### config.mk
export PLATFORM = sky130hd
export DESIGN_NAME = wb_region_decoder
export DESIGN_NICKNAME = d
export VERILOG_FILES = /design/src/rtl/wb_region_decoder.sv
export SDC_FILE = /design/constraint.sdc
export NUM_CORES = 1
export LEC_CHECK = 0
export ABC_AREA = 1
export BUFFER_PORTS_ARGS = -buffer_cell sky130_fd_sc_hd__buf_4
export CAP_MARGIN = 30
export CORE_AREA = 2 2 144 146
export DETAILED_ROUTE_END_ITERATION = 16
export DIE_AREA = 0 0 146 148
export PLACE_DENSITY = 0.72
export SETUP_SLACK_MARGIN = 0.1
export SLEW_MARGIN = 10
export SYNTH_ARGS = -nofsm -noshare
export SYNTH_HDL_FRONTEND = slang
export SYNTH_SLANG_ARGS = --single-unit
### constraint.sdc
create_clock -name clk_i -period 4.7 [get_ports clk_i]
set_input_delay 0.94 -clock clk_i [delete_from_list [all_inputs] [get_ports clk_i]]
set_output_delay 0.94 -clock clk_i [all_outputs]
set_load 0.01 [all_outputs]
### src/rtl/wb_region_decoder.sv
// Single-master classic Wishbone decoder/multiplexer.
// Routes each master cycle to the lowest-numbered region whose address prefix
// matches. Every response to the master is registered. Unmapped addresses get
// an error response, and a slave that never answers is aborted after
// TIMEOUT_CYCLES. Error statistics are kept for firmware to read.
module wb_region_decoder #(
   parameter int                         NUM_SLAVES         = 4,
   // Slot i sits at bits [32i+31:32i], so slot 0 is the rightmost element.
   parameter logic [NUM_SLAVES*32-1:0]   SLAVE_BASE         = {32'hF8000000, 32'h80000000,
                                                               32'hF0000800, 32'hF0000000},
   parameter logic [NUM_SLAVES*8-1:0]    SLAVE_AW           = {8'd14, 8'd27, 8'd11, 8'd11},
   parameter int                         TIMEOUT_CYCLES     = 255,
   parameter logic [31:0]                DEFAULT_READ_VALUE = 32'hBADFABAC
) (
   input  logic                         clk_i,
   input  logic                         rst_i,
   input  logic [31:0]                  m_adr_i,
   input  logic [31:0]                  m_dat_i,
   input  logic [3:0]                   m_sel_i,
   input  logic                         m_we_i,
   input  logic                         m_stb_i,
   input  logic                         m_cyc_i,
   output logic [31:0]                  m_dat_o,
   output logic                         m_ack_o,
   output logic                         m_err_o,
   output logic [31:0]                  s_adr_o,
   output logic [31:0]                  s_dat_o,
   output logic [3:0]                   s_sel_o,
   output logic [NUM_SLAVES-1:0]        s_we_o,
   output logic [NUM_SLAVES-1:0]        s_stb_o,
   output logic [NUM_SLAVES-1:0]        s_cyc_o,
   input  logic [NUM_SLAVES*32-1:0]     s_dat_i,
   input  logic [NUM_SLAVES-1:0]        s_ack_i,
   input  logic [NUM_SLAVES-1:0]        s_err_i,
   input  logic                         clr_err_i,
   output logic [15:0]                  err_count_o,
   output logic [31:0]                  last_err_adr_o,
   output logic                         timeout_o
);

   localparam int         IDXW    = (NUM_SLAVES > 1) ? $clog2(NUM_SLAVES) : 1;
   localparam logic [15:0] TO_LAST = 16'(TIMEOUT_CYCLES - 1);

   typedef enum logic [1:0] {IDLE, ACTIVE, RESP} state_t;

   state_t                 r_state;
   state_t                 w_nextState;

   logic [31:0]            r_adr;
   logic [31:0]            r_dat;
   logic [3:0]             r_sel;
   logic                   r_we;
   logic [IDXW-1:0]        r_idx;
   logic [15:0]            r_timer;

   logic [31:0]            r_mDat;
   logic                   r_mAck;
   logic                   r_mErr;

   logic [15:0]            r_errCount;
   logic [31:0]            r_lastErrAdr;
   logic                   r_timeout;

   logic                   w_hit;
   logic [IDXW-1:0]        w_hitIdx;
   logic [31:0]            w_mask;

   logic                   w_selAck;
   logic                   w_selErr;
   logic [31:0]            w_selDat;
   logic [NUM_SLAVES-1:0]  w_slaveEn;

   logic                   w_latch;
   logic                   w_respAck;
   logic                   w_respErr;
   logic [31:0]            w_respDat;
   logic                   w_timeoutEvt;
   logic [31:0]            w_errAdr;

   // Address decode: scan downwards so the lowest matching region wins.
   always_comb begin
      w_hit    = 1'b0;
      w_hitIdx = '0;
      w_mask   = '0;
      for (int i = NUM_SLAVES - 1; i >= 0; i--) begin
         w_mask = 32'hFFFF_FFFF << SLAVE_AW[8*i +: 8];
         if (((m_adr_i ^ SLAVE_BASE[32*i +: 32]) & w_mask) == 32'h0) begin
            w_hit    = 1'b1;
            w_hitIdx = IDXW'(i);
         end
      end
   end

   // Pick out the selected slave's response and build the one-hot slave enable.
   always_comb begin
      w_selAck  = 1'b0;
      w_selErr  = 1'b0;
      w_selDat  = '0;
      w_slaveEn = '0;
      for (int i = 0; i < NUM_SLAVES; i++) begin
         if (r_idx == IDXW'(i)) begin
            w_selAck     = s_ack_i[i];
            w_selErr     = s_err_i[i];
            w_selDat     = s_dat_i[32*i +: 32];
            w_slaveEn[i] = (r_state == ACTIVE);
         end
      end
   end

   // Next-state logic and the response that will be registered on entry to RESP.
   always_comb begin
      w_nextState  = r_state;
      w_latch      = 1'b0;
      w_respAck    = 1'b0;
      w_respErr    = 1'b0;
      w_respDat    = r_mDat;
      w_timeoutEvt = 1'b0;
      w_errAdr     = r_adr;
      case (r_state)
         IDLE: begin
            if (m_cyc_i && m_stb_i) begin
               w_latch = 1'b1;
               if (w_hit) begin
                  w_nextState = ACTIVE;
               end else begin
                  w_nextState = RESP;
                  w_respErr   = 1'b1;
                  w_respDat   = DEFAULT_READ_VALUE;
                  w_errAdr    = m_adr_i;
               end
            end
         end
         ACTIVE: begin
            if (!m_cyc_i) begin
               w_nextState = IDLE;
            end else if (w_selErr) begin
               w_nextState = RESP;
               w_respErr   = 1'b1;
               w_respDat   = DEFAULT_READ_VALUE;
            end else if (w_selAck) begin
               w_nextState = RESP;
               w_respAck   = 1'b1;
               w_respDat   = w_selDat;
            end else if (r_timer == TO_LAST) begin
               w_nextState  = RESP;
               w_respErr    = 1'b1;
               w_respDat    = DEFAULT_READ_VALUE;
               w_timeoutEvt = 1'b1;
            end
         end
         RESP: begin
            w_nextState = IDLE;
         end
         default: begin
            w_nextState = IDLE;
         end
      endcase
   end

   // State register.
   always_ff @(posedge clk_i) begin
      if (rst_i) begin
         r_state <= IDLE;
      end else begin
         r_state <= w_nextState;
      end
   end

   // Capture the request when it is accepted; these are broadcast to every slave.
   always_ff @(posedge clk_i) begin
      if (rst_i) begin
         r_adr <= '0;
         r_dat <= '0;
         r_sel <= '0;
         r_we  <= 1'b0;
         r_idx <= '0;
      end else if (w_latch) begin
         r_adr <= m_adr_i;
         r_dat <= m_dat_i;
         r_sel <= m_sel_i;
         r_we  <= m_we_i;
         r_idx <= w_hitIdx;
      end
   end

   // Count cycles spent waiting on the slave; restarted for every new request.
   always_ff @(posedge clk_i) begin
      if (rst_i) begin
         r_timer <= '0;
      end else if (w_latch) begin
         r_timer <= '0;
      end else if (r_state == ACTIVE) begin
         r_timer <= r_timer + 16'd1;
      end
   end

   // Master response registers; ack/err last one cycle, data holds until the next response.
   always_ff @(posedge clk_i) begin
      if (rst_i) begin
         r_mAck <= 1'b0;
         r_mErr <= 1'b0;
         r_mDat <= '0;
      end else begin
         r_mAck <= w_respAck;
         r_mErr <= w_respErr;
         r_mDat <= w_respDat;
      end
   end

   // Error statistics; a clear that coincides with a new error leaves just that error counted.
   always_ff @(posedge clk_i) begin
      if (rst_i) begin
         r_errCount   <= '0;
         r_lastErrAdr <= '0;
         r_timeout    <= 1'b0;
      end else if (w_respErr) begin
         r_lastErrAdr <= w_errAdr;
         if (clr_err_i) begin
            r_errCount <= 16'd1;
            r_timeout  <= w_timeoutEvt;
         end else begin
            if (r_errCount != 16'hFFFF) begin
               r_errCount <= r_errCount + 16'd1;
            end
            r_timeout <= r_timeout | w_timeoutEvt;
         end
      end else if (clr_err_i) begin
         r_errCount <= '0;
         r_timeout  <= 1'b0;
      end
   end

   assign m_dat_o        = r_mDat;
   assign m_ack_o        = r_mAck;
   assign m_err_o        = r_mErr;
   assign s_adr_o        = r_adr;
   assign s_dat_o        = r_dat;
   assign s_sel_o        = r_sel;
   assign s_cyc_o        = w_slaveEn;
   assign s_stb_o        = w_slaveEn;
   assign s_we_o         = w_slaveEn & {NUM_SLAVES{r_we}};
   assign err_count_o    = r_errCount;
   assign last_err_adr_o = r_lastErrAdr;
   assign timeout_o      = r_timeout;

endmodule
==> flow_metrics.env, run 1 <==
export IMPL_status="complete, no violations"
export IMPL_finalPower_mw=3.67
export IMPL_remaining_drc_errors=0
export IMPL_worstSkewPairLatency_ns=0.43
export IMPL_wl_um=30500
export IMPL_setup_violations=0
export IMPL_clk_pin_slew_ns=0.07
export IMPL_fp_dieW_um=146
export IMPL_ys_warn_count=0
export IMPL_comb_power_share_pct=16.2
export IMPL_yosys_cell_types_count=49
export IMPL_hold_class="flop to flop"
export IMPL_grt_max_degree=85
export IMPL_worst_setup_path_start_kind="flop"
export IMPL_dp_hpwl_um=22900
export IMPL_htree_levels=4
export IMPL_p_int_mw=2.68
export IMPL_nNetsFinal=1764
export IMPL_yosysSeqAreaShare_pct=40.9
export IMPL_tritoncts="done"
export IMPL_ant_nets=0
export IMPL_die_area_um2=21600
export IMPL_post_cts_buffers=0
export IMPL_globalRoute_totalOverflow=0
export IMPL_crit_required_ns=3.76
export IMPL_worst_endpoint_arrival_ns=2.53
export IMPL_slew_violations=0
export IMPL_grt_pass1_vias=8788
export IMPL_clockRootBuffer="clkbuf_16"
export IMPL_finalInstanceArea_um2=11900
export IMPL_critPathCaptureType="output pin"
export IMPL_netSwitchingFraction_pct=26.9
export IMPL_syn_area_per_cell_um2=6.88
export IMPL_vias=9304
export IMPL_finalHoldViolCount=0
export IMPL_area_delta_synth_final_pct=40.8
export IMPL_setup_tns_ns=0
export IMPL_synth_main_ff_cell="dfxtp_1"
export IMPL_synth_edf_count=0
export IMPL_post_cts_resized=0
export IMPL_synthCells=1224
export IMPL_cts_hold_fix_buffers=0
export IMPL_power_switching_mw=0.987
export IMPL_power_frac_clock_pct=40.4
export IMPL_stdcell_count=1836
export IMPL_synth_area_um2=8420
export IMPL_wl_per_cell_um=16.6
export IMPL_cts_buffers=17
export IMPL_io_pins=373
export IMPL_fmax_ghz=0.288
export IMPL_p_leak_nw=5.38
export IMPL_dp_cells=1802
export IMPL_seq_power_share_pct=43.4
export IMPL_final_cell_mix="379 x buf_4, 278 x nor2_1, 267 x nand2_1, 172 x dfxtp_1, 157 x o21ai_0"
export IMPL_portBuffers=372
export IMPL_crit_type="flop to output pin"
export IMPL_clockBufferDepth=2
export IMPL_ir_drop_v=0.000286
export IMPL_fin_skew_ns=0.0124
export IMPL_cap_violations=0
export IMPL_rows=52
export IMPL_gp_congestion=0.898
export IMPL_ys_ff_latch=172
export IMPL_cts_sinks=172
export IMPL_p_per_area_nw_per_um2=309
export IMPL_start_util_pct=42.0
export IMPL_syn_nets=1437
export IMPL_grt_pass1_wl_um=47600
export IMPL_worst_slew_pin_slew_ns=0.945
export IMPL_core_um2=20000
export IMPL_grt_usage_pct=27.8
export IMPL_slew_headroom_pct=36.9
export IMPL_layout_commonest_cell="buf_4"
export IMPL_finalCriticalPeriod_ns=3.47
export IMPL_viasPerCell=5.07
export IMPL_synthArstFlopShare_pct=0
export IMPL_die_h_um=148
export IMPL_crit_fanout=28
export IMPL_placed_area_um2=11200
export IMPL_dr_pass1_iters=5
export IMPL_min_period_over_period_pct=73.9
export IMPL_rsz0062_at_grt="no"
export IMPL_drt_iter0_markers=461
export IMPL_drive_gt1_share_pct=29.6
export IMPL_antenna_found_initial=3
[logic make-up (layout without fill, tap and decap cells)]
| kind of cell | Yosys count | in the layout | share of synthesized area, % |
|---|---|---|---|
| adder cells (fa/ha/maj) | 3 | 3 | 0.446 |
| AND/OR/NAND/NOR | 640 | 640 | 32.9 |
| AO/OA/AOI/OAI | 261 | 261 | 17.0 |
| buffers and inverters | 137 | 476 | 7.55 |
| other | 0 | 3 | 0 |
| XOR/XNOR | 11 | 11 | 1.14 |
| flip-flops | 172 | 172 | 40.9 |
[worst max-delay path: stages, from the launching register on]
cell and delay (ns):
dfxtp_1 0.61, nor2_8 0.49, clkinv_1 0.39, nor2_1 0.39, buf_4 0.21
[worst paths after layout]
kind / depth (start not counted) / to / from / slack, ns
setup / recovery: 4 / s_stb_o[0] / r_idx[1] / 1.23
setup reg to reg: 11 / m_dat_o[1] / r_idx[1] / 1.87
hold / removal: 2 / s_adr_o[5] / s_adr_o[5] / 0.48
hold reg to reg: 2 / s_adr_o[5] / s_adr_o[5] / 0.48
[flip-flops by register name, summed over array words and instances (netlist names), 2 cells and up]
| register | flops |
|---|---|
| last_err_adr_o | 32 |
| m_dat_o | 32 |
| s_adr_o | 32 |
| s_dat_o | 32 |
| err_count_o | 16 |
| r_timer | 16 |
| s_sel_o | 4 |
| r_idx | 2 |
| r_state | 2 |
[layout make-up]
class	count	area, um2
fillers	1934	8190
well taps	270	338
flip-flops and latches	172	3440
multi-input cells	915	4340
inverters	66	264
repair buffers	379	2850
clock buffers	18	429
clock inverters	13	183
diodes	3	7.51
[cells in the mapped netlist (5+ instances only)]
cell type	instances	area, um2
nor2_1	278	1040
nand2_1	268	1010
dfxtp_1	172	3440
o21ai_0	157	786
inv_1	57	214
a21oi_1	54	270
clkbuf_1	39	146
nand3_1	28	140
a221oi_1	21	184
nor3_1	15	75.1
buf_4	12	90.1
o21ai_1	11	55.1
buf_2	8	40.0
nand4_1	8	50.1
nand2_2	7	43.8
nand2_4	7	78.8
o22ai_1	7	43.8
xor2_1	7	61.3
a21oi_2	5	43.8
buf_6	5	56.3
[power groups by stage]
stage | Clock (mW) | Combinational (mW) | Sequential, mW
5_1_grt | 1.57 | 0.652 | 1.60
3_3_place_gp | 0 | 0.589 | 1.62
3_5_place_dp | 0 | 0.593 | 1.62
2_1_floorplan | 0 | 0.232 | 1.65
6_report | 1.48 | 0.593 | 1.59
4_1_cts | 1.51 | 0.595 | 1.59
[stage by stage]
step | hold WS (ns) | util, % | setup WS [ns]
floorplan | 0.448 | - | 2.39
global placement | 0.463 | 56.0 | 1.53
detailed placement | 0.472 | 56.0 | 1.50
CTS | 0.483 | 59.1 | 1.25
global route | 0.498 | 59.1 | 1.08
finish | 0.483 | 59.1 | 1.23
[routing by layer]
metal	global-route usage (%)	routed length (um)	vias to the layer above
li1	-	-	4626
met1	32.3	11800	4240
met2	47.0	14900	376
met3	8.09	2540	62
met4	13.6	1330	0
met5	0	0	-
Power figures use the tool's default switching activity.
==> run 2: changes to the inputs <==
Settings changed: ABC_AREA 1 to 0, CORE_AREA 2 2 144 146 to 2 2 145 147, DIE_AREA 0 0 146 148 to 0 0 147 149.
Clock period 4.7 ns to 2.85 ns, I/O delays scaled along.
==> flow_metrics.env, run 2 <==
export IMPL_fp_dieW_um=147
export IMPL_slowest_stage="nor2b_1"
export IMPL_yosysMostFrequentCell="nand2_1"
export IMPL_final_cell_mix="386 x buf_4, 227 x nand2_1, 170 x dfxtp_1, 104 x a21oi_1, 94 x nor2_1"
export IMPL_ir_drop_v=0.000423
export IMPL_crit_fanout=7
export IMPL_vias=8266
export IMPL_setup_violations=0
export IMPL_nNetsFinal=1492
export IMPL_netSwitchingFraction_pct=25.6
export IMPL_finalCriticalPeriod_ns=2.56
export IMPL_slowest_delay_ns=0.46
export IMPL_fin_skew_ns=0.0156
export IMPL_slew_violations=0
export IMPL_comb_power_share_pct=14.6
export IMPL_cts_sinks=172
export IMPL_status="complete, no violations"
export IMPL_cp_startpoint="r_state[0]"
export IMPL_p_per_area_nw_per_um2=500
export IMPL_worst_endpoint_arrival_ns=1.99
export IMPL_remaining_drc_errors=0
export IMPL_route_met3_wl_um=2570
export IMPL_rows=53
export IMPL_die_area_um2=21900
export IMPL_dr_pass1_iters=5
export IMPL_p_leak_nw=4.70
export IMPL_cap_violations=0
export IMPL_worst_slew_pin_slew_ns=0.763
export IMPL_drive_gt1_share_pct=36.6
export IMPL_tritoncts="done"
export IMPL_drt_met1_wl_um=11600
export IMPL_globalRoute_totalOverflow=0
export IMPL_grt_usage_pct=24.7
export IMPL_worstSkewPairLatency_ns=0.43
export IMPL_worst_setup_path_start_kind="flop"
export IMPL_synth_common_cells="228 x nand2_1, 172 x dfxtp_1, 105 x a21oi_1, 96 x nor2_1, 54 x clkbuf_1"
export IMPL_cp_top_family="simple AND/OR/NAND/NOR gates"
export IMPL_drt_iter0_markers=489
export IMPL_post_cts_buffers=0
export IMPL_clockBufferDepth=2
export IMPL_ys_warn_count=0
export IMPL_area_delta_synth_final_pct=45.9
export IMPL_synthCells=946
export IMPL_htree_levels=4
export IMPL_dp_hpwl_um=20400
export IMPL_seq_power_share_pct=44.5
export IMPL_setup_tns_ns=0
export IMPL_synthArstFlopShare_pct=0
export IMPL_cp_buffers_inverters=1
export IMPL_crit_path_cell_trace="nor2b_1 -> nand2_1 -> nor2_1 -> buf_4"
export IMPL_synth_area_um2=7930
export IMPL_rsz0062_at_grt="no"
export IMPL_clk_pin_slew_ns=0.07
export IMPL_ys_top_cells_by_area="dfxtp_1 43%, nand2_1 11%, mux4_2 9.7%"
export IMPL_yosysTopAreaCellShare_pct=43.4
export IMPL_yosysSeqAreaShare_pct=43.4
export IMPL_cts_buffers=17
export IMPL_yosysTopAreaCell="dfxtp_1"
export IMPL_grt_pass1_vias=7950
export IMPL_syn_nets=1159
export IMPL_highest_layer="met5"
export IMPL_viasPerCell=5.28
export IMPL_yosys_cell_types_count=49
export IMPL_gp_congestion=0.885
export IMPL_synth_edf_count=0
export IMPL_start_util_pct=38.6
export IMPL_ant_nets=0
export IMPL_core_um2=20600
export IMPL_finalHoldViolCount=0
export IMPL_synth_main_ff_cell="dfxtp_1"
export IMPL_hold_class="input pin to flop"
export IMPL_portBuffers=372
export IMPL_grt_pass1_wl_um=43100
export IMPL_p_int_mw=4.30
export IMPL_power_switching_mw=1.48
export IMPL_holdCritStartpoint="m_dat_i[31]"
export IMPL_power_frac_clock_pct=40.9
export IMPL_crit_type="flop to output pin"
export IMPL_die_h_um=149
export IMPL_r2r_start="r_timer[0]"
export IMPL_io_pins=373
export IMPL_routed_wl_met2_um=13100
export IMPL_wl_per_cell_um=17.7
export IMPL_crit_required_ns=2.28
export IMPL_antenna_cells=0
export IMPL_syn_area_per_cell_um2=8.38
export IMPL_slew_headroom_pct=49.1
export IMPL_layout_commonest_cell="buf_4"
export IMPL_grt_max_degree=104
export IMPL_min_period_over_period_pct=89.8
export IMPL_ys_ff_latch=172
export IMPL_hold_slack_ns=0.386
export IMPL_critPathCaptureType="output pin"
export IMPL_fmax_ghz=0.391
export IMPL_wl_um=27800
export IMPL_antenna_found_initial=2
export IMPL_clockRootBuffer="clkbuf_16"
run 2: area by class of cell:
type / count / area, um2
Clock inverter: 13 / 156
Sequential cell: 172 / 3450
Timing Repair Buffer: 392 / 3010
Tap cell: 275 / 344
Fill cell: 1949 / 8990
Multi-Input combinational cell: 684 / 4130
Clock buffer: 19 / 443
Inverter: 12 / 45.0
run 2: kinds of logic after synthesis:
| group | count (synthesis) | synth area share (%) |
|---|---|---|
| muxes | 34 | 9.66 |
| buffers and inverters | 90 | 4.75 |
| AOI/OAI and AO/OA | 204 | 16.4 |
| and+or+nand+nor | 428 | 23.6 |
| DFF | 172 | 43.4 |
| adders and majority gates | 3 | 0.473 |
| xor gates and xnor gates | 15 | 1.66 |
run 2: timing repair:
item	CTS	global route
resized for setup	1	0
endpoints found under the setup margin	2	0
hold buffers	0	0
run 2: layer usage:
metal	global-route usage (%)	vias up
met2	39.6	318
met1	31.6	3929
met3	8.50	34
li1	-	3981
met5	0	-
met4	7.36	4
run 2: worst min-delay path, cell delays in order:
cell,delay (ns)
buf_4,0.11
nand2_1,0.04
a21oi_1,0.05
run 2: stage by stage:
step | utilization [%] | std cells | worst slack (ns) | total power, mW | area [um2]
6_report | 56.3 | 1567 | 0.292 | 5.78 | 11600
3_3_place_gp | 53.3 | 1535 | 0.316 | 3.45 | 11000
5_1_grt | 56.3 | 1567 | 0.162 | 6.01 | 11600
2_1_floorplan | - | 946 | 0.618 | 2.97 | 7930
4_1_cts | 56.3 | 1567 | 0.255 | 5.84 | 11600
3_5_place_dp | 53.3 | 1535 | 0.241 | 3.47 | 11000
run 2: final timing paths:
check	slack [ns]	end	cells after the start
max	0.29	s_stb_o[1]	4
min	0.39	s_dat_o[31]	3
max reg2reg	0.47	err_count_o[3]	8
min reg2reg	0.45	s_dat_o[8]	2
run 2: power groups by stage:
| stage | Combinational (mW) | Clock (mW) | Sequential (mW) |
|---|---|---|---|
| 3_5_place_dp | 0.844 | 0 | 2.62 |
| 4_1_cts | 0.845 | 2.42 | 2.57 |
| 6_report | 0.842 | 2.36 | 2.57 |
| 3_3_place_gp | 0.831 | 0 | 2.62 |
| 5_1_grt | 0.908 | 2.52 | 2.58 |
| 2_1_floorplan | 0.305 | 0 | 2.66 |
==> run 3: changes to the inputs <==
Settings changed: CORE_AREA 2 2 145 147 to 2 2 144 146, DIE_AREA 0 0 147 149 to 0 0 146 148, PLACE_DENSITY 0.72 to 0.7.
Clock period 2.85 ns to 2.96 ns, I/O delays scaled along.
==> flow_metrics.env, run 3 (synthesized netlist as in run 2, its figures left out) <==
export IMPL_htree_levels=4
export IMPL_core_um2=20000
export IMPL_cp_startpoint="r_timer[0]"
export IMPL_wl_per_cell_um=18.0
export IMPL_slowest_delay_ns=0.52
export IMPL_cap_violations=0
export IMPL_stdcell_count=1563
export IMPL_portBuffers=372
export IMPL_io_pins=373
export IMPL_die_area_um2=21600
export IMPL_cp_buffers_inverters=1
export IMPL_cts_buffers=17
export IMPL_layout_commonest_cell="buf_4"
export IMPL_p_leak_nw=4.71
export IMPL_rsz0062_at_grt="no"
export IMPL_slew_headroom_pct=48.3
export IMPL_cts_sinks=172
export IMPL_slew_violations=0
export IMPL_clockBufferDepth=2
export IMPL_remaining_drc_errors=0
export IMPL_vias=8287
export IMPL_clockRootBuffer="clkbuf_16"
export IMPL_globalRoute_totalOverflow=0
export IMPL_final_cell_mix="391 x buf_4, 227 x nand2_1, 171 x dfxtp_1, 104 x a21oi_1, 94 x nor2_1"
export IMPL_post_cts_resized=0
export IMPL_gp_congestion=0.860
export IMPL_viasPerCell=5.30
export IMPL_finalPower_mw=5.60
export IMPL_slowest_stage="or4_1"
export IMPL_start_util_pct=39.6
export IMPL_ant_nets=0
export IMPL_antenna_found_initial=0
export IMPL_dr_pass1_iters=5
export IMPL_setup_tns_ns=0
export IMPL_cp_top_family="simple AND/OR/NAND/NOR gates"
export IMPL_area_delta_synth_final_pct=45.9
export IMPL_worst_slew_pin_slew_ns=0.769
export IMPL_antenna_cells=0
export IMPL_fin_skew_ns=0.0110
export IMPL_finalCriticalPeriod_ns=2.42
export IMPL_post_cts_buffers=0
export IMPL_cts_hold_fix_buffers=0
export IMPL_tritoncts="done"
export IMPL_clk_pin_slew_ns=0.07
export IMPL_setup_violations=0
export IMPL_p_per_area_nw_per_um2=484
export IMPL_worstSkewPairLatency_ns=0.42
export IMPL_grt_pass1_vias=8099
export IMPL_min_period_over_period_pct=81.8
export IMPL_hold_slack_ns=0.419
export IMPL_grt_max_degree=70
export IMPL_crit_path_cell_trace="inv_1 -> ha_1 -> nor3b_1 -> nand4_1 -> o21a_4 -> o22a_4 -> or4_1 -> a21oi_1"
export IMPL_crit_required_ns=3.30
export IMPL_drive_gt1_share_pct=36.7
export IMPL_crit_fanout=17
export IMPL_status="complete, no violations"
export IMPL_wl_um=28100
export IMPL_holdCritStartpoint="m_dat_i[29]"
export IMPL_grt_usage_pct=25.4
export IMPL_die_h_um=148
export IMPL_dp_hpwl_um=20900
export IMPL_finalHoldViolCount=0
export IMPL_r2r_start="r_timer[0]"
export IMPL_dp_cells=1533
export IMPL_hold_class="input pin to flop"
export IMPL_fillers=1888
export IMPL_grt_pass1_wl_um=43700
export IMPL_worst_endpoint_arrival_ns=2.76
export IMPL_crit_type="flop to flop"
export IMPL_rows=52
export IMPL_ir_drop_v=0.000353
export IMPL_critPathCaptureType="flop"
export IMPL_setup_ws_ns=0.537
export IMPL_place_ws_ns=0.369
export IMPL_drt_iter0_markers=456
export IMPL_fmax_ghz=0.413
export IMPL_fp_dieW_um=146
export IMPL_nNetsFinal=1495
export IMPL_worst_setup_path_start_kind="flop"
==> run 3: final cells by class <==
type | count | area [um2] | area share, %
sequential | 172 | 3440 | 29.8
clock inverter | 12 | 163 | 1.41
timing repair buffer | 395 | 3020 | 26.1
tap | 270 | 338 | 2.92
clock buffer | 18 | 439 | 3.80
multi-input combinational | 684 | 4130 | 35.7
inverter | 12 | 45.0 | 0.389
==> run 3: stage by stage <==
step / util, % / area [um2]
after floorplan: - / 7930
after global placement: 54.7 / 11000
after detailed placement: 54.7 / 11000
after CTS: 57.7 / 11600
after global routing: 57.7 / 11600
final: 57.7 / 11600
==> run 3: where the power goes <==
| group | internal [mW] | switching [mW] |
|---|---|---|
| Clock | 1.35 | 0.948 |
| Combinational | 0.435 | 0.382 |
| Sequential | 2.41 | 0.0646 |
| Total | 4.20 | 1.40 |
==> run 3: metal layers <==
layer | up-vias | GRT usage [%] | share of wire, %
met4 | 0 | 9.08 | 2.8
met1 | 3939 | 33.7 | 44
met5 | - | 0 | 0
met3 | 51 | 7.07 | 7.3
li1 | 3997 | - | -
met2 | 300 | 39.8 | 46
==> run 3: final timing paths <==
| check | to | slack [ns] | depth (start not counted) |
|---|---|---|---|
| hold reg to reg | s_dat_o[16] | 0.45 | 2 |
| setup reg to reg | err_count_o[10] | 0.54 | 8 |
| setup / recovery | err_count_o[10] | 0.54 | 8 |
| hold / removal | s_dat_o[29] | 0.42 | 3 |
==> run 3: worst register-to-register path: cells and delay by family, from the launching register on <==
kind                     cells  cell delay, ns
AND/OR/NAND/NOR              3            0.99
flip-flops                   1            0.36
adder cells (fa/ha/maj)      1            0.14
AO/OA/AOI/OAI                3            0.79
buffers and inverters        1            0.07
